===== config.mk =====
export PLATFORM = sky130hd
export DESIGN_NAME = mem_arbiter_flat
export DESIGN_NICKNAME = d
export VERILOG_FILES = /design/src/rtl/mem_arbiter_if.sv /design/src/rtl/mem_arbiter.sv /design/src/flat_wrapper.sv
export SDC_FILE = /design/constraint.sdc
export NUM_CORES = 1
export LEC_CHECK = 0
export CORE_ASPECT_RATIO = 1.4
export CORE_UTILIZATION = 45
export CTS_BUF_LIST = sky130_fd_sc_hd__clkbuf_8 sky130_fd_sc_hd__clkbuf_16
export CTS_CLUSTER_DIAMETER = 50
export DETAILED_ROUTE_END_ITERATION = 10
export GPL_ROUTABILITY_DRIVEN = 0
export GPL_TIMING_DRIVEN = 0
export PLACE_DENSITY = 0.87
export SLEW_MARGIN = 20
export SYNTH_ARGS = -nofsm -noshare
export SYNTH_HDL_FRONTEND = slang
export SYNTH_SLANG_ARGS = --single-unit

===== constraint.sdc =====
create_clock -name clk -period 4.5 [get_ports clk]
set_clock_uncertainty 0.1 [all_clocks]
set_input_delay 0.9 -clock clk [delete_from_list [all_inputs] [get_ports clk]]
set_output_delay 0.9 -clock clk [all_outputs]
set_load 0.005 [all_outputs]

===== src/rtl/mem_arbiter_if.sv =====
// Bundle of fetch, load/store and memory-side signals for mem_arbiter.
// slave = arbiter side, master = requesters plus memory (the environment).
interface mem_arbiter_if;
  logic        if_req;
  logic [31:0] if_addr;
  logic        if_gnt;
  logic        if_rvalid;
  logic [31:0] if_rdata;
  logic        d_req;
  logic        d_we;
  logic [3:0]  d_mask;
  logic [31:0] d_addr;
  logic [31:0] d_wdata;
  logic        d_gnt;
  logic        d_rvalid;
  logic [31:0] d_rdata;
  logic        mem_req;
  logic        mem_we;
  logic [3:0]  mem_mask;
  logic [31:0] mem_addr;
  logic [31:0] mem_wdata;
  logic        mem_ack;
  logic [31:0] mem_rdata;
  logic        busy;
  logic        err;

  modport slave (
    input  if_req, if_addr, d_req, d_we, d_mask, d_addr, d_wdata, mem_ack, mem_rdata,
    output if_gnt, if_rvalid, if_rdata, d_gnt, d_rvalid, d_rdata,
           mem_req, mem_we, mem_mask, mem_addr, mem_wdata, busy, err
  );

  modport master (
    output if_req, if_addr, d_req, d_we, d_mask, d_addr, d_wdata, mem_ack, mem_rdata,
    input  if_gnt, if_rvalid, if_rdata, d_gnt, d_rvalid, d_rdata,
           mem_req, mem_we, mem_mask, mem_addr, mem_wdata, busy, err
  );
endinterface


===== src/rtl/mem_arbiter.sv =====
// Fetch / load-store arbiter onto one memory port; data wins unless fetch is starved.
// Define ARB_TIMEOUT_EN to abort stalled memory transactions and raise a sticky err.
module mem_arbiter #(
  parameter int MAX_DATA_BURST = 4,
  parameter int TIMEOUT_CYCLES = 16
) (
  input  logic          clk,
  input  logic          rst,
  mem_arbiter_if.slave  bus
);
  localparam int SW = $clog2(MAX_DATA_BURST + 1);

  typedef enum logic [1:0] {IDLE, FETCH, DATA} state_t;

  if (MAX_DATA_BURST < 1 || TIMEOUT_CYCLES < 1) begin : g_bad_param
    $error("mem_arbiter: MAX_DATA_BURST and TIMEOUT_CYCLES must be >= 1");
  end

  state_t        r_state, w_next;
  logic          r_run;
  logic [SW-1:0] r_streak;
  logic [31:0]   r_addr, r_wdata, r_if_rdata, r_d_rdata;
  logic [3:0]    r_mask;
  logic          r_we, r_if_rvalid, r_d_rvalid;
  logic          w_streak_full, w_pick_if, w_if_gnt, w_d_gnt, w_mem_req;
  logic          w_ack, w_timeout, w_done;

  // Grants are held off until the first clock edge that sees reset released.
  always_ff @(posedge clk or negedge rst)
    if (!rst) r_run <= 1'b0;
    else      r_run <= 1'b1;

  assign w_streak_full = (r_streak == SW'(MAX_DATA_BURST));
  assign w_pick_if     = bus.if_req && (!bus.d_req || w_streak_full);
  assign w_ack         = (r_state != IDLE) && bus.mem_ack;
  assign w_done        = w_ack || w_timeout;

  always_ff @(posedge clk or negedge rst)
    if (!rst) r_state <= IDLE;
    else      r_state <= w_next;

  always_comb begin
    w_next = r_state;
    case (r_state)
      IDLE:        if (r_run && (bus.if_req || bus.d_req)) w_next = w_pick_if ? FETCH : DATA;
      FETCH, DATA: if (w_done) w_next = IDLE;
      default:     w_next = IDLE;
    endcase
  end

  always_comb begin
    w_if_gnt  = 1'b0;
    w_d_gnt   = 1'b0;
    w_mem_req = 1'b0;
    if (r_state == IDLE) begin
      w_if_gnt = r_run && w_pick_if;
      w_d_gnt  = r_run && bus.d_req && !w_pick_if;
    end else begin
      w_mem_req = 1'b1;
    end
  end

  always_ff @(posedge clk or negedge rst)
    if (!rst)                           r_streak <= '0;
    else if (w_if_gnt)                  r_streak <= '0;
    else if (w_d_gnt && !bus.if_req)    r_streak <= '0;
    else if (w_d_gnt && !w_streak_full) r_streak <= r_streak + 1'b1;

  always_ff @(posedge clk or negedge rst) begin
    if (!rst) begin
      r_addr      <= '0;
      r_wdata     <= '0;
      r_mask      <= '0;
      r_we        <= 1'b0;
      r_if_rdata  <= '0;
      r_d_rdata   <= '0;
      r_if_rvalid <= 1'b0;
      r_d_rvalid  <= 1'b0;
    end else begin
      r_if_rvalid <= 1'b0;
      r_d_rvalid  <= 1'b0;
      if (w_if_gnt) begin
        r_addr  <= bus.if_addr;
        r_we    <= 1'b0;
        r_mask  <= 4'hF;
        r_wdata <= '0;
      end else if (w_d_gnt) begin
        r_addr  <= bus.d_addr;
        r_we    <= bus.d_we;
        r_mask  <= bus.d_mask;
        r_wdata <= bus.d_wdata;
      end
      if (w_done && r_state == FETCH) begin
        r_if_rdata  <= w_ack ? bus.mem_rdata : 32'h0000_0013;
        r_if_rvalid <= 1'b1;
      end
      if (w_done && r_state == DATA) begin
        // Stores leave the last load value visible.
        if (!w_ack)     r_d_rdata <= '0;
        else if (!r_we) r_d_rdata <= bus.mem_rdata;
        r_d_rvalid <= 1'b1;
      end
    end
  end

`ifdef ARB_TIMEOUT_EN
  localparam int WW = $clog2(TIMEOUT_CYCLES + 1);
  logic [WW-1:0] r_wait;
  logic          r_err;

  assign w_timeout = (r_state != IDLE) && !bus.mem_ack && (r_wait == WW'(TIMEOUT_CYCLES - 1));

  always_ff @(posedge clk or negedge rst) begin
    if (!rst) begin
      r_wait <= '0;
      r_err  <= 1'b0;
    end else begin
      if (w_if_gnt || w_d_gnt)  r_wait <= '0;
      else if (r_state != IDLE) r_wait <= r_wait + 1'b1;
      if (w_timeout) r_err <= 1'b1;
    end
  end

  assign bus.err = r_err;
`else
  assign w_timeout = 1'b0;
  assign bus.err   = 1'b0;
`endif

  assign bus.if_gnt    = w_if_gnt;
  assign bus.d_gnt     = w_d_gnt;
  assign bus.if_rvalid = r_if_rvalid;
  assign bus.if_rdata  = r_if_rdata;
  assign bus.d_rvalid  = r_d_rvalid;
  assign bus.d_rdata   = r_d_rdata;
  assign bus.mem_req   = w_mem_req;
  assign bus.mem_we    = r_we;
  assign bus.mem_mask  = r_mask;
  assign bus.mem_addr  = r_addr;
  assign bus.mem_wdata = r_wdata;
  assign bus.busy      = (r_state != IDLE);
endmodule

===== src/flat_wrapper.sv =====
// flat-port wrapper written by rule: the top's interface ports become plain ports
module mem_arbiter_flat 
#(
  parameter int MAX_DATA_BURST = 4,
  parameter int TIMEOUT_CYCLES = 16
)
  (clk, rst, bus_if_req, bus_if_addr, bus_d_req, bus_d_we, bus_d_mask, bus_d_addr, bus_d_wdata, bus_mem_ack, bus_mem_rdata, bus_if_gnt, bus_if_rvalid, bus_if_rdata, bus_d_gnt, bus_d_rvalid, bus_d_rdata, bus_mem_req, bus_mem_we, bus_mem_mask, bus_mem_addr, bus_mem_wdata, bus_busy, bus_err);
  mem_arbiter_if bus_i ();
  input  logic clk;
  input  logic rst;
  input wire logic [$bits(bus_i.if_req)-1:0] bus_if_req;
  input wire logic [$bits(bus_i.if_addr)-1:0] bus_if_addr;
  input wire logic [$bits(bus_i.d_req)-1:0] bus_d_req;
  input wire logic [$bits(bus_i.d_we)-1:0] bus_d_we;
  input wire logic [$bits(bus_i.d_mask)-1:0] bus_d_mask;
  input wire logic [$bits(bus_i.d_addr)-1:0] bus_d_addr;
  input wire logic [$bits(bus_i.d_wdata)-1:0] bus_d_wdata;
  input wire logic [$bits(bus_i.mem_ack)-1:0] bus_mem_ack;
  input wire logic [$bits(bus_i.mem_rdata)-1:0] bus_mem_rdata;
  output wire logic [$bits(bus_i.if_gnt)-1:0] bus_if_gnt;
  output wire logic [$bits(bus_i.if_rvalid)-1:0] bus_if_rvalid;
  output wire logic [$bits(bus_i.if_rdata)-1:0] bus_if_rdata;
  output wire logic [$bits(bus_i.d_gnt)-1:0] bus_d_gnt;
  output wire logic [$bits(bus_i.d_rvalid)-1:0] bus_d_rvalid;
  output wire logic [$bits(bus_i.d_rdata)-1:0] bus_d_rdata;
  output wire logic [$bits(bus_i.mem_req)-1:0] bus_mem_req;
  output wire logic [$bits(bus_i.mem_we)-1:0] bus_mem_we;
  output wire logic [$bits(bus_i.mem_mask)-1:0] bus_mem_mask;
  output wire logic [$bits(bus_i.mem_addr)-1:0] bus_mem_addr;
  output wire logic [$bits(bus_i.mem_wdata)-1:0] bus_mem_wdata;
  output wire logic [$bits(bus_i.busy)-1:0] bus_busy;
  output wire logic [$bits(bus_i.err)-1:0] bus_err;
  assign bus_i.if_req = bus_if_req;
  assign bus_i.if_addr = bus_if_addr;
  assign bus_i.d_req = bus_d_req;
  assign bus_i.d_we = bus_d_we;
  assign bus_i.d_mask = bus_d_mask;
  assign bus_i.d_addr = bus_d_addr;
  assign bus_i.d_wdata = bus_d_wdata;
  assign bus_i.mem_ack = bus_mem_ack;
  assign bus_i.mem_rdata = bus_mem_rdata;
  assign bus_if_gnt = bus_i.if_gnt;
  assign bus_if_rvalid = bus_i.if_rvalid;
  assign bus_if_rdata = bus_i.if_rdata;
  assign bus_d_gnt = bus_i.d_gnt;
  assign bus_d_rvalid = bus_i.d_rvalid;
  assign bus_d_rdata = bus_i.d_rdata;
  assign bus_mem_req = bus_i.mem_req;
  assign bus_mem_we = bus_i.mem_we;
  assign bus_mem_mask = bus_i.mem_mask;
  assign bus_mem_addr = bus_i.mem_addr;
  assign bus_mem_wdata = bus_i.mem_wdata;
  assign bus_busy = bus_i.busy;
  assign bus_err = bus_i.err;
  mem_arbiter #(.MAX_DATA_BURST(MAX_DATA_BURST), .TIMEOUT_CYCLES(TIMEOUT_CYCLES)) u_core (.clk(clk), .rst(rst), .bus(bus_i));
endmodule

======== After elaboration in Yosys (flattened, before gate mapping) ========
Cells that the tools add are included.
storage, ports and cells
  bits in registers ....................... 141
  bits of input ports ..................... 138
  output and inout port bits .............. 140
  word-level logic and storage cells ...... 64
operators by class
  add/sub/neg operators ................... 1
  eq/ne operators ......................... 6
  mux-type cells .......................... 23
  reductions and logical operators ........ 23
operators by type and width
  kind                                                                     number
  32-bit two-way mux                                                       7
  1-bit logical AND                                                        10
  3-bit two-way mux                                                        3
  4-bit two-way mux                                                        2
  1-bit two-way mux                                                        7
  2-bit two-way mux                                                        3
  1-bit zero test                                                          4
  2-bit by 1-bit inequality test with 1-bit output, second input constant  2
  2-bit case mux with 2 select lines                                       1
  2-bit AND reduction                                                      2
  2-bit nonzero test                                                       2
  3-bit by 1-bit adder with 3-bit output, second input constant            1
  3-bit == test, second input constant                                     1
  3-bit nonzero test                                                       1
  2-bit by 1-bit == test with 1-bit output, second input constant          1
  2-bit == test, second input constant                                     1
  2-bit zero test                                                          1
  1-bit logical OR                                                         2
  2-bit inequality test, second input constant                             1
  2-bit OR reduction                                                       1

======== Depth between registers and ports, before layout ========
  word-level depth ........................ 10
  depth in mapped cells ................... 9
  gate-level depth less buffers ........... 6

======== Worst setup path before layout ========
No wires, ideal clock.
  kind .................................... input to output
  start ................................... in bus_if_req
  end ..................................... out bus_d_gnt
  arrival ................................. 1.769 ns
  required time ........................... 3.500 ns
  setup slack ............................. 1.731 ns
  stages on the path ...................... 6
  path buffers ............................ 3
  cell sequence ........................... buf_6 > and3_4 > or2_1 > buf_2 > inv_4 > buf_4
on the way
  longest elaborated chain between the ends .. 4
RTL lines
  item                RTL line            source
  start: declaration  flat_wrapper.sv:11  input wire logic [$bits(bus_i.if_req)-1:0] bus_if_req;
  1-bit logical AND   mem_arbiter.sv:34   assign w_pick_if = bus.if_req && (!bus.d_req || w_streak_full);
  1-bit zero test     mem_arbiter.sv:57   w_d_gnt = r_run && bus.d_req && !w_pick_if;
  1-bit logical AND   mem_arbiter.sv:57
  1-bit two-way mux   mem_arbiter.sv:55   if (r_state == IDLE) begin
  end: declaration    flat_wrapper.sv:23  output wire logic [$bits(bus_i.d_gnt)-1:0] bus_d_gnt;
No other way between the ends.

======== Final worst setup path ========
  start ................................... in bus_d_req
  end ..................................... out bus_if_gnt
on the way
  longest elaborated chain between the ends .. 5
RTL lines
  item                RTL line            source
  start: declaration  flat_wrapper.sv:13  input wire logic [$bits(bus_i.d_req)-1:0] bus_d_req;
  1-bit zero test     mem_arbiter.sv:34
  1-bit logical OR    mem_arbiter.sv:34
  1-bit logical AND   mem_arbiter.sv:34
  1-bit logical AND   mem_arbiter.sv:56   w_if_gnt = r_run && w_pick_if;
  1-bit two-way mux   mem_arbiter.sv:55
  end: declaration    flat_wrapper.sv:20  output wire logic [$bits(bus_i.if_gnt)-1:0] bus_if_gnt;
No other way between the ends.

==> results.txt <==
The flow ran to the end, and the final reports show no timing, DRC or antenna violations. The quantity of gates resized following cts is 0. The share of synthesized registers carrying an async set or reset came out at 1.00.

In this run the clock root is driven by a sky130_fd_sc_hd__clkbuf_16. Setup repair after global routing left no endpoint under its margin. The total of endpoints with negative setup slack in the final report came out at 0. The synthesized area per cell is 13.1 µm².

The chip height is 138 µm. The data required time of the critical path is 3.50 ns. Subtracting the final worst setup slack from the clock period gives 3.86 ns. The largest voltage drop on the vdd net is 0.275 mV. The number of hold buffers added after cts came out at 0. The final net count is 890. The synthesis-to-finish area growth came out at 60.3%. In this run, the number of DRC markers left after iteration 0 of detailed routing was 162. The first-pass GRT wire length is 26.9 mm.

The final count of hold timing violations came to 0. The total routing resource utilization after global routing came out at 0.255. The H-tree was split into 4 levels.

The leakage component of the power is 4.05 nW. The classification of the worst-slack hold path is input pin to async pin. Yosys attributes the largest share of cell area to sky130_fd_sc_hd__dfrtp_1 60%, sky130_fd_sc_hd__mux2_2 11%, sky130_fd_sc_hd__a22o_1 4.9%, sky130_fd_sc_hd__or3b_1 4.1%, sky130_fd_sc_hd__a31oi_1 3.4%. The DRC violations left came out at 0.

The clock transition time at the flip-flop clock pins of the worst setup and hold paths is 0.06 ns. The filler cells instantiated in the layout total 869. The number of buffers inserted by port buffering came out at 275. The number of global-route vias before repair is 5223. The arrival time at the worst endpoint is 2.86 ns. The gate count after technology mapping is 452. The non-filler instance count after layout came out at 913. After routing, the total negative slack on setup checks comes to 0 ns. The initialized floorplan defines 49 standard-cell rows.

The initial antenna violation count is 0. The top cell type by total area after synthesis is sky130_fd_sc_hd__dfrtp_1. The worst setup slack for register-to-register paths came out at 2.31 ns. The total overflow left after global routing is 0. TritonCTS built the clock tree. The worst setup path is launched from an input pin. The mapped netlist covers 0.00593 mm².

The count of warnings emitted by yosys is 0. The number of buffers inserted during clock tree synthesis came out at 17. The number of iterations in the first detailed-routing pass came out at 5. Once detail routing completed, the nets flagged for antenna violations numbered 0. The dominant synthesized flop cell is sky130_fd_sc_hd__dfrtp_1. The half-perimeter wire length after detailed placement is 12.8 mm.

Of the cells placed in the final design, the portion with a size suffix greater than 1 is 0.166. Final hold analysis gives a worst-case slack of 0.359 ns. For this design the top-level I/O count stands at 278. The floorplan step defined a core boundary enclosing 0.0129 mm². The clock net in this run drives a total of 141 sinks. The maximum fanout along the worst path is 8. Summing all non-filler instances in the final layout gives an area of 0.00950 mm². The count of distinct cell types in the synthesized netlist came out at 36.

Dividing the detail-routed wire length by the instance count gives 19.0 µm. The count of final max-slew check failures was 0. The deepest clock path buffer count is 2. After detailed placement, the total cell area comes to 0.00890 mm².

The area enclosed by the die boundary came out at 0.0136 mm². The number of enable-type register cells in the synthesized netlist came out at 0. The cell count after placement is 881. The max-slew headroom at the worst pin came out at 0.610. The reported max-cap violation count came out at 0.

Entering global routing, the biggest net connects 78 pins. The sequential element share of the synthesized area came out at 0.595. The insertion delay of the later-clocked pin in the worst-skew pair came out at 0.40 ns.

The sum of routed wire length over all layers is 17.3 mm. The vias after detailed routing is 5002. The library cell with the highest instance count after synthesis is sky130_fd_sc_hd__dfrtp_1. Sorting the synthesized cells by how often they occur yields 141 x sky130_fd_sc_hd__dfrtp_1, 59 x sky130_fd_sc_hd__mux2_2, 34 x sky130_fd_sc_hd__o21ai_0. The mean number of vias per cell came out at 5.48. The setup path with the least slack is of type input pin to output port.

The flop and latch count out of synthesis is 141. The starting density of the core is 0.460. The total inserted antenna cells came out at 0. The width of the die is 99.0 µm. At the pin with the least slew margin, the transition time is 0.585 ns. The fmax came out at 0.259 GHz. The share of Yosys cell area claimed by the top area cell type is 0.595. Of the available clock period, the critical path in the final layout requires 0.859. The post-CTS setup repair buffer count is 0. The net count after synthesis is 595.

The kind of end point of the critical path is an output port. The power density normalized to cell area came out at 614 mW/mm².
-- logic make-up (layout without fill, tap and decap cells) --
logic type               count (synthesis)  count (layout)  synth area share
adder cells (fa/ha/maj)                  5               5            0.0106
flip-flops                             141             141             0.595
AND/OR/NAND/NOR                         78              78            0.0927
AO/OA/AOI/OAI                          112             112             0.132
buffers and inverters                   49             357            0.0454
other                                    2               2           0.00127
XOR/XNOR                                 1               1           0.00148
multiplexers                            64              64             0.122
-- stage by stage --
step	total power (W)	setup slack (ns)	utilization
6_report	0.00583	0.636	0.738
5_1_grt	0.00614	0.554	0.738
4_1_cts	0.00587	0.645	0.738
3_5_place_dp	0.00442	0.642	0.692
3_3_place_gp	0.00431	-2.86	0.689
2_1_floorplan	0.00289	1.73	-
-- cells in the final DEF, fill, tap and decap left out, types with 2 or more instances in the layout --
cell and instances:
sky130_fd_sc_hd__clkbuf_1 18, sky130_fd_sc_hd__ha_1 5, sky130_fd_sc_hd__conb_1 2, sky130_fd_sc_hd__buf_2 9, sky130_fd_sc_hd__or3b_2 4, sky130_fd_sc_hd__bufinv_16 2, sky130_fd_sc_hd__a31oi_1 32, sky130_fd_sc_hd__inv_6 4
sky130_fd_sc_hd__clkdlybuf4s50_1 274, sky130_fd_sc_hd__or2_1 2, sky130_fd_sc_hd__nor3_1 33, sky130_fd_sc_hd__o22a_1 4, sky130_fd_sc_hd__dfrtp_1 141, sky130_fd_sc_hd__nor2b_1 2, sky130_fd_sc_hd__mux2_2 59, sky130_fd_sc_hd__or3b_1 28
sky130_fd_sc_hd__buf_6 5, sky130_fd_sc_hd__inv_1 8, sky130_fd_sc_hd__mux2_1 5, sky130_fd_sc_hd__buf_4 9, sky130_fd_sc_hd__clkbuf_16 17, sky130_fd_sc_hd__a22o_1 33, sky130_fd_sc_hd__clkinv_4 3, sky130_fd_sc_hd__clkinvlp_4 3
sky130_fd_sc_hd__a32o_1 4, sky130_fd_sc_hd__o21ai_0 34
-- final timing paths --
path / depth (start not counted) / endpoint / startpoint
max: 6 / bus_if_gnt / bus_d_req
min: 1 / u_core.bus.d_rdata[3]$_DFFE_PN0P_ / rst
min reg2reg: 1 / u_core.bus.d_rdata[21]$_DFFE_PN0P_ / u_core.bus.d_rdata[21]$_DFFE_PN0P_
max reg2reg: 7 / u_core.bus.d_rdata[24]$_DFFE_PN0P_ / u_core.r_state[0]$_DFFE_PN0P_
min in group clk: 1 / u_core.bus.d_rdata[21]$_DFFE_PN0P_ / u_core.bus.d_rdata[21]$_DFFE_PN0P_
max in group asynchronous: 2 / u_core.bus.mem_addr[20]$_DFFE_PN0P_ / rst
-- worst max-delay path, stage by stage --
cell and delay (ns):
sky130_fd_sc_hd__clkdlybuf4s50_1 0.58, sky130_fd_sc_hd__a21boi_2 0.41, sky130_fd_sc_hd__or2_1 0.16, sky130_fd_sc_hd__clkbuf_1 0.22, sky130_fd_sc_hd__inv_1 0.11, sky130_fd_sc_hd__clkdlybuf4s50_1 0.48
-- flip-flops by register name, indices dropped and copies added (netlist names) --
name / cells
u_core.bus.d_rdata: 32
u_core.bus.if_rdata: 32
u_core.bus.mem_addr: 32
u_core.bus.mem_wdata: 32
u_core.bus.mem_mask: 4
u_core.r_streak: 3
u_core.r_state: 2
u_core.bus.d_rvalid: 1
u_core.bus.if_rvalid: 1
u_core.bus.mem_we: 1
u_core.r_run: 1
-- power by group --
group          internal [W]  switching (W)  total, W  leakage [nW]
sequential          0.00182       0.000331   0.00215          1.77
clock              0.000842       0.000573   0.00142         0.287
combinational       0.00149       0.000773   0.00226          2.00
total               0.00416        0.00168   0.00583          4.05
-- layer usage --
layer / part of all wire / track usage / vias to the layer above
met5: 0 / 0 / -
met4: 0.025 / 0.112 / 0
met3: 0.067 / 0.0629 / 38
met2: 0.54 / 0.458 / 245
met1: 0.37 / 0.287 / 2463
li1: - / - / 2256
-- final cells by class --
class / count / area (µm²) / area share
Sequential cell: 141 / 3530 / 0.371
Timing Repair Buffer: 276 / 2790 / 0.293
Multi-Input combinational cell: 262 / 2130 / 0.224
Clock buffer: 18 / 439 / 0.0462
Buffer: 41 / 236 / 0.0249
Tap cell: 153 / 191 / 0.0201
Clock inverter: 14 / 159 / 0.0167
Inverter: 8 / 32.5 / 0.00342
No activity file was read; power rests on OpenSTA's default activity.
==> RTL change (same settings) <==
Encoding of `state_t`: now one-hot (3 bits for 3 states).
--- a/src/rtl/mem_arbiter.sv
+++ b/src/rtl/mem_arbiter.sv
@@ -12,3 +12,3 @@
 
-  typedef enum logic [1:0] {IDLE, FETCH, DATA} state_t;
+  typedef enum logic [2:0] {IDLE = 3'b001, FETCH = 3'b010, DATA = 3'b100} state_t;
 
Behaviour: same outputs for any inputs over 4 cycles, from zero or initial values and one cycle with rst low; so few cycles prove little.
==> RTL change against the unedited design <==
Routed wire length decreased by 1.9%; setup slack improved by 0.093 ns; final area decreased by 1.7%; power decreased by 2.9%; sequential cell count increased by 1; synthesized area decreased by 3.7%; largest power group is now registers; sequential share of layout area increased by 0.94 points.
==> RTL change: results (changes against the unedited design) <==
Drt
  • Starting DRT DRC Count: 293 (+81%)
  • Via count: 4,686 (-6.3%)
  • Detailed-route wire length: 16,980 um (-1.9%)
  • Pre-antenna DRT Iters: 8 (+3)

Final layout
  • Final net count: 867 (-2.6%)
  • Fill count: 760 (-13%)
  • Layout Cells excl Fill: 890 (-2.5%)
  • Share of cells above drive strength 1: 0.1635 (-0.002276)
  • Core Util, Final: 0.7547 (+0.01665)

Synth
  • XOR/XNOR Fraction of Synth Area: 0 (-0.001478)
  • Sequential fraction of the synthesis area: 0.6228 (+0.02744)
  • Adder-cell share of the synthesized area: 0.004384 (-0.006171)
  • Top cells by area, synth: dfrtp_1 62%, mux2_2 11%, inv_1 6.5%
  • Syn_nets: 571 (-4.0%)
  • Mux contribution to synthesized area: 0.1263 (+0.004664)
  • Unique masters post-synth: 33 (-8.3%)
  • Largest family of logic cells by synthesized area: multiplexers
  • Commonest cells in the netlist: 141 x dfrtp_1, 99 x inv_1, 58 x mux2_2

Power
  • Leak: 0.004374 uW (+7.9%)
  • Worst VDD drop: 0.2814 mV (+2.4%)

Placement
  • Dpl hpwl: 12,700 um (-0.84%)
  • Post-DP Area: 8691 um^2 (-2.4%)
  • Place WS: 0.7374 ns (+0.09555 ns)
  • Port-buffer cells: 276 (+0.36%)

Setup path
  • CP max stage cell: clkdlybuf4s50_1
  • Critical Path AT: 2.77 ns (-0.09 ns)
  • CP max stage delay: 0.56 ns (-0.02 ns)

GRT
  • GR Util All Layers: 0.2630 (+0.007753)
  • First-pass GRT wire length: 26,720 um (-0.64%)
  • Vias in the first global route: 5,202 (-0.40%)

STA
  • Worst rel slew slack: 0.5665 (-0.04360)

Status
  • Outcome: finished, final reports clean
==> RTL change: cell types whose count changed in the layout (fill, tap and decap cells not counted), sizes merged, moves of 4 or more <==
cell	before	now
or3b	32	1
clkbuf	36	20
a222oi	0	32
a32o	4	0
inv	14	107
nor3	33	1
o21ai	34	1
a31oi	32	1
==> RTL change: metal layers <==
metal  routed length, um  GRT usage
met5                   0          0
met4                 431     0.1095
met3                1245    0.07792
met2                9243     0.4761
met1                6059     0.2862
==> RTL change: per-stage QoR <==
stage	total power (uW)	hold WS (ns)
finish	5665	0.3653
floorplan	2724	0.3828
detailed placement	4152	0.3759
global route	5943	0.3936
global placement	4035	0.3681
CTS	5704	0.3759
==> RTL change: path summary, 6_finish.rpt <==
path	start	slack, ns	endpoint	cells after the start
worst min-delay path	rst	0.37	u_core.bus.d_rdata[13]	1
max in group asynchronous	rst	3.18	u_core.bus.mem_addr[2]	2
min in group clk	u_core.bus.d_rdata[30]	0.38	u_core.bus.d_rdata[30]	1
worst max register to register	u_core.r_state[0]	2.59	u_core.bus.mem_addr[26]	4
worst min register to register	u_core.bus.d_rdata[30]	0.38	u_core.bus.d_rdata[30]	1
worst max-delay path	bus_d_req	0.73	bus_if_gnt	6
==> RTL change: cell type report <==
type,instances,share of cell area
buffer,25,0.01970
clock buffer,17,0.04556
clock inverter,15,0.02359
inverter,101,0.04061
multi-input combinational,163,0.1703
sequential,142,0.3807
tap,150,0.02010
timing repair buffer,277,0.2994
==> RTL change: logic make-up after synthesis <==
| family | count (synthesis) |
|---|---|
| compound gates | 79 |
| simple gates | 16 |
| mux | 64 |
| buf+inv | 126 |
| other cells | 2 |
| fa+ha+maj | 2 |
| flops | 142 |
==> RTL change: report_power, final <==
part / switching (uW) / internal (uW)
logic: 654 / 1370
registers: 304 / 1800
clock network: 547 / 986
total: 1500 / 4160
==> RTL change: worst register-to-register path, cell delays in order, from the launching register on <==
cell      delay (ns)
dfstp_2         0.58
and4bb_4        0.30
o21ai_2         0.08
clkbuf_1        0.31
a222oi_1        0.41
